### src/rtl/mem_arbiter_if.sv
// Bundle of the two requester ports and the single-port memory bus seen by mem_arbiter.
// slave is the arbiter side; master is the requester/memory side.
interface mem_arbiter_if #(
  parameter int ADDR_W = 32,
  parameter int DATA_W = 32
);
  logic              req0;
  logic [ADDR_W-1:0] addr0;
  logic              we0;
  logic [DATA_W-1:0] wdata0;
  logic              ack0;
  logic [DATA_W-1:0] rdata0;
  logic              req1;
  logic [ADDR_W-1:0] addr1;
  logic              we1;
  logic [DATA_W-1:0] wdata1;
  logic              ack1;
  logic [DATA_W-1:0] rdata1;
  logic [ADDR_W-1:0] address;
  logic [DATA_W-1:0] writeData;
  logic              memRead;
  logic              memWrite;
  logic [DATA_W-1:0] readData;
  logic              busy;

  modport slave (
    input  req0, addr0, we0, wdata0, req1, addr1, we1, wdata1, readData,
    output ack0, rdata0, ack1, rdata1, address, writeData, memRead, memWrite, busy
  );

  modport master (
    output req0, addr0, we0, wdata0, req1, addr1, we1, wdata1, readData,
    input  ack0, rdata0, ack1, rdata1, address, writeData, memRead, memWrite, busy
  );
endinterface

### src/rtl/mem_arbiter.sv
// Round-robin two-port sequencer in front of a single-port data memory.
// Each grant holds the memory inputs for LAT cycles, then pulses ack with read data.
module mem_arbiter #(
  parameter int ADDR_W = 32,
  parameter int DATA_W = 32,
  parameter int LAT    = 1
) (
  input  logic          CLK,
  input  logic          RESET,
  mem_arbiter_if.slave  bus
);

  typedef enum logic {IDLE, ACCESS} state_t;

  state_t            state, state_n;
  logic [3:0]        cnt;
  logic              last_grant;
  logic              g;
  logic              we_lat;
  logic [ADDR_W-1:0] addr_lat;
  logic [DATA_W-1:0] wdata_lat;
  logic              ack0, ack1;
  logic [DATA_W-1:0] rdata0, rdata1;

  logic              elig0, elig1;
  logic              grant_v, grant_id, done;

  // A port whose ack is on the bus this cycle has just been served and must
  // drop its request before it can be granted again.
  assign elig0 = bus.req0 & ~ack0;
  assign elig1 = bus.req1 & ~ack1;

  always_comb begin
    state_n  = state;
    grant_v  = 1'b0;
    grant_id = 1'b0;
    done     = 1'b0;
    case (state)
      IDLE: begin
        if (elig0 && elig1) begin
          grant_v  = 1'b1;
          grant_id = ~last_grant;
        end else if (elig0) begin
          grant_v  = 1'b1;
        end else if (elig1) begin
          grant_v  = 1'b1;
          grant_id = 1'b1;
        end
        if (grant_v) state_n = ACCESS;
      end
      ACCESS: begin
        if (cnt == 4'd0) begin
          done    = 1'b1;
          state_n = IDLE;
        end
      end
      default: state_n = IDLE;
    endcase
  end

  always_ff @(posedge CLK) begin
    if (RESET) begin
      state      <= IDLE;
      cnt        <= 4'd0;
      last_grant <= 1'b1;
      g          <= 1'b0;
      we_lat     <= 1'b0;
      addr_lat   <= '0;
      wdata_lat  <= '0;
      ack0       <= 1'b0;
      ack1       <= 1'b0;
      rdata0     <= '0;
      rdata1     <= '0;
    end else begin
      state <= state_n;
      ack0  <= done & ~g;
      ack1  <= done & g;
      if (grant_v) begin
        g         <= grant_id;
        addr_lat  <= grant_id ? bus.addr1  : bus.addr0;
        wdata_lat <= grant_id ? bus.wdata1 : bus.wdata0;
        we_lat    <= grant_id ? bus.we1    : bus.we0;
        cnt       <= 4'(LAT - 1);
      end else if (state == ACCESS && cnt != 4'd0) begin
        cnt <= cnt - 4'd1;
      end
      if (done) begin
        last_grant <= g;
        if (!we_lat) begin
          if (g) rdata1 <= bus.readData;
          else   rdata0 <= bus.readData;
        end
      end
    end
  end

  // Write strobe only on the final ACCESS cycle so each write commits exactly once.
  assign bus.address   = (state == ACCESS) ? addr_lat  : '0;
  assign bus.writeData = (state == ACCESS) ? wdata_lat : '0;
  assign bus.memRead   = (state == ACCESS) & ~we_lat;
  assign bus.memWrite  = (state == ACCESS) & we_lat & (cnt == 4'd0);
  assign bus.busy      = (state == ACCESS);
  assign bus.ack0      = ack0;
  assign bus.ack1      = ack1;
  assign bus.rdata0    = rdata0;
  assign bus.rdata1    = rdata1;

endmodule

### src/flat_wrapper.sv
// flat-port wrapper written by rule: the top's interface ports become plain ports
module mem_arbiter_flat 
#(
  parameter int ADDR_W = 32,
  parameter int DATA_W = 32,
  parameter int LAT    = 1
)
  (CLK, RESET, bus_req0, bus_addr0, bus_we0, bus_wdata0, bus_req1, bus_addr1, bus_we1, bus_wdata1, bus_readData, bus_ack0, bus_rdata0, bus_ack1, bus_rdata1, bus_address, bus_writeData, bus_memRead, bus_memWrite, bus_busy);
  mem_arbiter_if #(.ADDR_W(ADDR_W), .DATA_W(DATA_W)) bus_i ();
  input  logic CLK;
  input  logic RESET;
  input wire logic [$bits(bus_i.req0)-1:0] bus_req0;
  input wire logic [$bits(bus_i.addr0)-1:0] bus_addr0;
  input wire logic [$bits(bus_i.we0)-1:0] bus_we0;
  input wire logic [$bits(bus_i.wdata0)-1:0] bus_wdata0;
  input wire logic [$bits(bus_i.req1)-1:0] bus_req1;
  input wire logic [$bits(bus_i.addr1)-1:0] bus_addr1;
  input wire logic [$bits(bus_i.we1)-1:0] bus_we1;
  input wire logic [$bits(bus_i.wdata1)-1:0] bus_wdata1;
  input wire logic [$bits(bus_i.readData)-1:0] bus_readData;
  output wire logic [$bits(bus_i.ack0)-1:0] bus_ack0;
  output wire logic [$bits(bus_i.rdata0)-1:0] bus_rdata0;
  output wire logic [$bits(bus_i.ack1)-1:0] bus_ack1;
  output wire logic [$bits(bus_i.rdata1)-1:0] bus_rdata1;
  output wire logic [$bits(bus_i.address)-1:0] bus_address;
  output wire logic [$bits(bus_i.writeData)-1:0] bus_writeData;
  output wire logic [$bits(bus_i.memRead)-1:0] bus_memRead;
  output wire logic [$bits(bus_i.memWrite)-1:0] bus_memWrite;
  output wire logic [$bits(bus_i.busy)-1:0] bus_busy;
  assign bus_i.req0 = bus_req0;
  assign bus_i.addr0 = bus_addr0;
  assign bus_i.we0 = bus_we0;
  assign bus_i.wdata0 = bus_wdata0;
  assign bus_i.req1 = bus_req1;
  assign bus_i.addr1 = bus_addr1;
  assign bus_i.we1 = bus_we1;
  assign bus_i.wdata1 = bus_wdata1;
  assign bus_i.readData = bus_readData;
  assign bus_ack0 = bus_i.ack0;
  assign bus_rdata0 = bus_i.rdata0;
  assign bus_ack1 = bus_i.ack1;
  assign bus_rdata1 = bus_i.rdata1;
  assign bus_address = bus_i.address;
  assign bus_writeData = bus_i.writeData;
  assign bus_memRead = bus_i.memRead;
  assign bus_memWrite = bus_i.memWrite;
  assign bus_busy = bus_i.busy;
  mem_arbiter #(.ADDR_W(ADDR_W), .DATA_W(DATA_W), .LAT(LAT)) u_core (.CLK(CLK), .RESET(RESET), .bus(bus_i));
endmodule
### config.mk
export PLATFORM = sky130hd
export DESIGN_NAME = mem_arbiter_flat
export DESIGN_NICKNAME = d
export VERILOG_FILES = /design/src/rtl/mem_arbiter_if.sv /design/src/rtl/mem_arbiter.sv /design/src/flat_wrapper.sv
export SDC_FILE = /design/constraint.sdc
export NUM_CORES = 1
export LEC_CHECK = 0
export ABC_AREA = 1
export CAP_MARGIN = 20
export CORE_MARGIN = 4
export CORE_UTILIZATION = 46
export DETAILED_ROUTE_END_ITERATION = 8
export PLACE_DENSITY_LB_ADDON = 0.05
export SETUP_SLACK_MARGIN = 0.3
export SLEW_MARGIN = 30
export SYNTH_ARGS = -nofsm -noshare
export SYNTH_HDL_FRONTEND = slang
export SYNTH_SLANG_ARGS = --single-unit
### constraint.sdc
create_clock -name CLK -period 2.48 [get_ports CLK]
set_input_delay 0.496 -clock CLK [delete_from_list [all_inputs] [get_ports CLK]]
set_output_delay 0.496 -clock CLK [all_outputs]
set_load 0.02 [all_outputs]
==> flow_summary.ini <==
[sta]
finalCritPeriodShare_pct = 86.39
fmax_mhz = 466.8
fin_hold_ws_ns = 0.4507
rsz0062_at_grt = true
maxSlewHeadroom_pct = 66.33
layout_setup_ws_ns = 0.3376
setup_tns_ns = 0
period_minus_slack_ns = 2.142
worstMarginPinSlew_ns = 0.4997
slew_violations = 0
finalHoldViolations = 0
setup_viol = 0
finClkSkew_ns = 0.007377

[detailed_routing]
drt-total-wl_um = 21080
drtIter0Drc = 349
post_drt_wl_per_cell_um = 13.49
dr.pass1.iters = 5
antenna_left = 0
vias = 7119
via_per_inst = 4.555
drc = 0

[final_layout]
nets = 1533
final_cell_mix = 394 x nand2_1, 231 x clkdlybuf4s50_1, 201 x inv_1, 137 x dfxtp_1, 133 x nor2_1
multiInputGateArea_um2 = 3087
mostFrequentLayoutCell = nand2_1
final_layout_size_suffix_gt1_share_pct = 5.011
ff_latch_area_um2 = 2764
fillers = 1313
area_delta_synth_final_pct = 49.65

[logic_synthesis]
avgSynthCellArea_um2 = 6.400
synth_area_um2 = 7020
synth-seq-cells = 138
ys_types = 25
synth_nets = 1265
synth.yosys.warnings = 0
yosysSeqAreaShare_pct = 39.35
synthCells = 1097

[critical_path]
crit_cells = 4
startpoint = u_core.bus.busy
path_buf_inv = 3
endpoint_kind = output pin
cp-endpoint = bus_memRead
cp.required_ns = 1.98
worstPathMaxFanout = 32
critical_path.cell_chain = buf_12 > inv_2 > nor2_4 > dlygate4sd2_1
crit_type = reg -> out
cp.arrival_ns = 1.65
rrSetupSlack_ns = 0.63
r2r_end = u_core.bus.rdata1[23]
startpoint_type = register
worstRegToRegCells = 7
rr_startpoint = u_core.cnt[0]
cpLargestDelayFamily = buffers and inverters
cp_slowest_cell = dlygate4sd2_1
cpPeakStageDelay_ns = 0.39

[clock_network]
cts_tree = yes
htreeDepth = 4
clk_latency_ns = 0.41
cts_buffers = 17
cts_setup_buffers = 0
cts.clk_slew.worst_paths_ns = 0.05
cts_num_sinks = 138
root_buffer = clkbuf_16
hold_buffers = 0
clock_path_buffers = 2

[placed_design]
place_ws_ns = 0.4383
dpl.hpwl_um = 14540
portBuffers = 298
place.gp.congestion = 0.8302

[power_and_ir_drop]
pwr_density_cell_nw_per_um2 = 618.4
power_leakage_nw = 5.803
finalPower_w = 0.006498
ir_worst_vdd_uv = 473.1

[floorplan]
die_x_um = 131.5
pin_count = 299
dieArea_um2 = 17300
core-area_um2 = 14750
start_util_pct = 47.58
die_y_um = 131.5
rows = 44

[outcome]
run_status = complete, no violations

[grt]
grt_pass1_wl_um = 33670
grt_use_total_pct = 23.66
grt_overflow = 0
met3_usage_pct = 9.174
top_usage_layer = met2
met2_usage_pct = 39.00
met1_usage_pct = 28.12
grt_max_degree = 66
antenna_found_initial = 3
first_global_vias = 6660

[job]
drv_cap = 0

[hold_path]
hold_path.class = reg -> reg
[timing repair]
| item | in CTS | in global routing |
|---|---|---|
| resized for setup | 66 | 4 |
| endpoints found under the setup margin | 66 | 6 |
| gates cloned | 0 | 1 |
[where the power goes]
group / total [W] / internal, W / switching (W)
Clock: 0.00241 / 0.00152 / 0.000896
Combinational: 0.00153 / 0.000700 / 0.000831
Sequential: 0.00256 / 0.00244 / 0.000117
Total: 0.00650 / 0.00465 / 0.00184
[cells by family (layout without fill, tap and decap cells)]
family | after synthesis | count (layout) | share of synthesized area [%]
other | 0 | 2 | 0
AND/OR/NAND/NOR | 683 | 684 | 42.61
flip-flops | 138 | 138 | 39.35
XOR/XNOR | 1 | 1 | 0.1248
adder cells (fa/ha/maj) | 2 | 2 | 0.3564
AO/OA/AOI/OAI | 6 | 6 | 0.4456
buffers and inverters | 267 | 546 | 17.11
[metrics by stage]
stage	util [%]	instances	cell area, um2
CTS	71.07	1560	10490
finish	71.21	1563	10510
detailed placement	67.82	1529	10010
global route	71.21	1563	10510
global placement	67.82	1529	10010
floorplan	-	1097	7020
[cell type report]
type / instances / share of cell area (%)
diodes: 2 / 0.04764
clock inverters: 9 / 0.9289
inverters: 205 / 7.324
well taps: 184 / 2.191
flip-flops and latches: 138 / 26.31
clock buffers: 22 / 4.418
multi-input cells: 693 / 29.38
repair buffers: 310 / 29.40
[Yosys cell counts]
library cell  count  share of area, %
buf_1             3              0.16
nand3b_1         65               7.0
o22ai_1           1             0.089
nand2_2          12               1.1
inv_1           202                11
dfxtp_1         138                39
nor2_8            1              0.29
nor2_2            3              0.27
clkbuf_4          1              0.11
nand2_1         395                21
xor2_1            1              0.12
a21oi_1           4              0.29
nand3_1          69               4.9
inv_2             3              0.16
buf_2            27               1.9
buf_6            15               2.4
clkbuf_1          5              0.27
ha_1              2              0.36
buf_4            10               1.1
nand3_4           2              0.50
nor2_4            2              0.32
nor3_1            1             0.071
o21ai_0           1             0.071
buf_8             1              0.21
nor2_1          133               7.1
[how the worst min path moves through the flow]
stage | to | slack, ns | cells past startpoint | from
floorplan | u_core.addr_lat[0] | 0.43 | 2 | u_core.addr_lat[0]
global placement | u_core.addr_lat[31] | 0.44 | 2 | u_core.addr_lat[31]
detailed placement | u_core.addr_lat[31] | 0.44 | 2 | u_core.addr_lat[31]
CTS | u_core.wdata_lat[25] | 0.45 | 2 | u_core.wdata_lat[25]
global route | u_core.wdata_lat[10] | 0.46 | 2 | u_core.wdata_lat[10]
finish | u_core.wdata_lat[25] | 0.45 | 2 | u_core.wdata_lat[25]
[registers in the layout, summed over array words and instances (netlist names)]
register,flops
u_core.wdata_lat,32
u_core.bus.ack1,1
u_core.we_lat,1
u_core.addr_lat,32
u_core.bus.rdata1,32
u_core.last_grant,1
u_core.bus.busy,1
u_core.cnt,4
u_core.bus.ack0,1
u_core.g,1
u_core.bus.rdata0,32
[metal layers]
metal	part of all wire, %	routed length [um]
met4	2.0	416
met2	48	10050
met5	0.062	13
met3	10	2120
met1	40	8480
[worst reg2reg max path, stage by stage, from the launching register on]
cell and delay (ns):
dfxtp_1 0.31, inv_1 0.13, ha_1 0.23, nand2_1 0.10, nor2_2 0.29, nand3_4 0.40, nor2_1 0.22, nor2_1 0.07
Power figures use the tool's default switching activity.
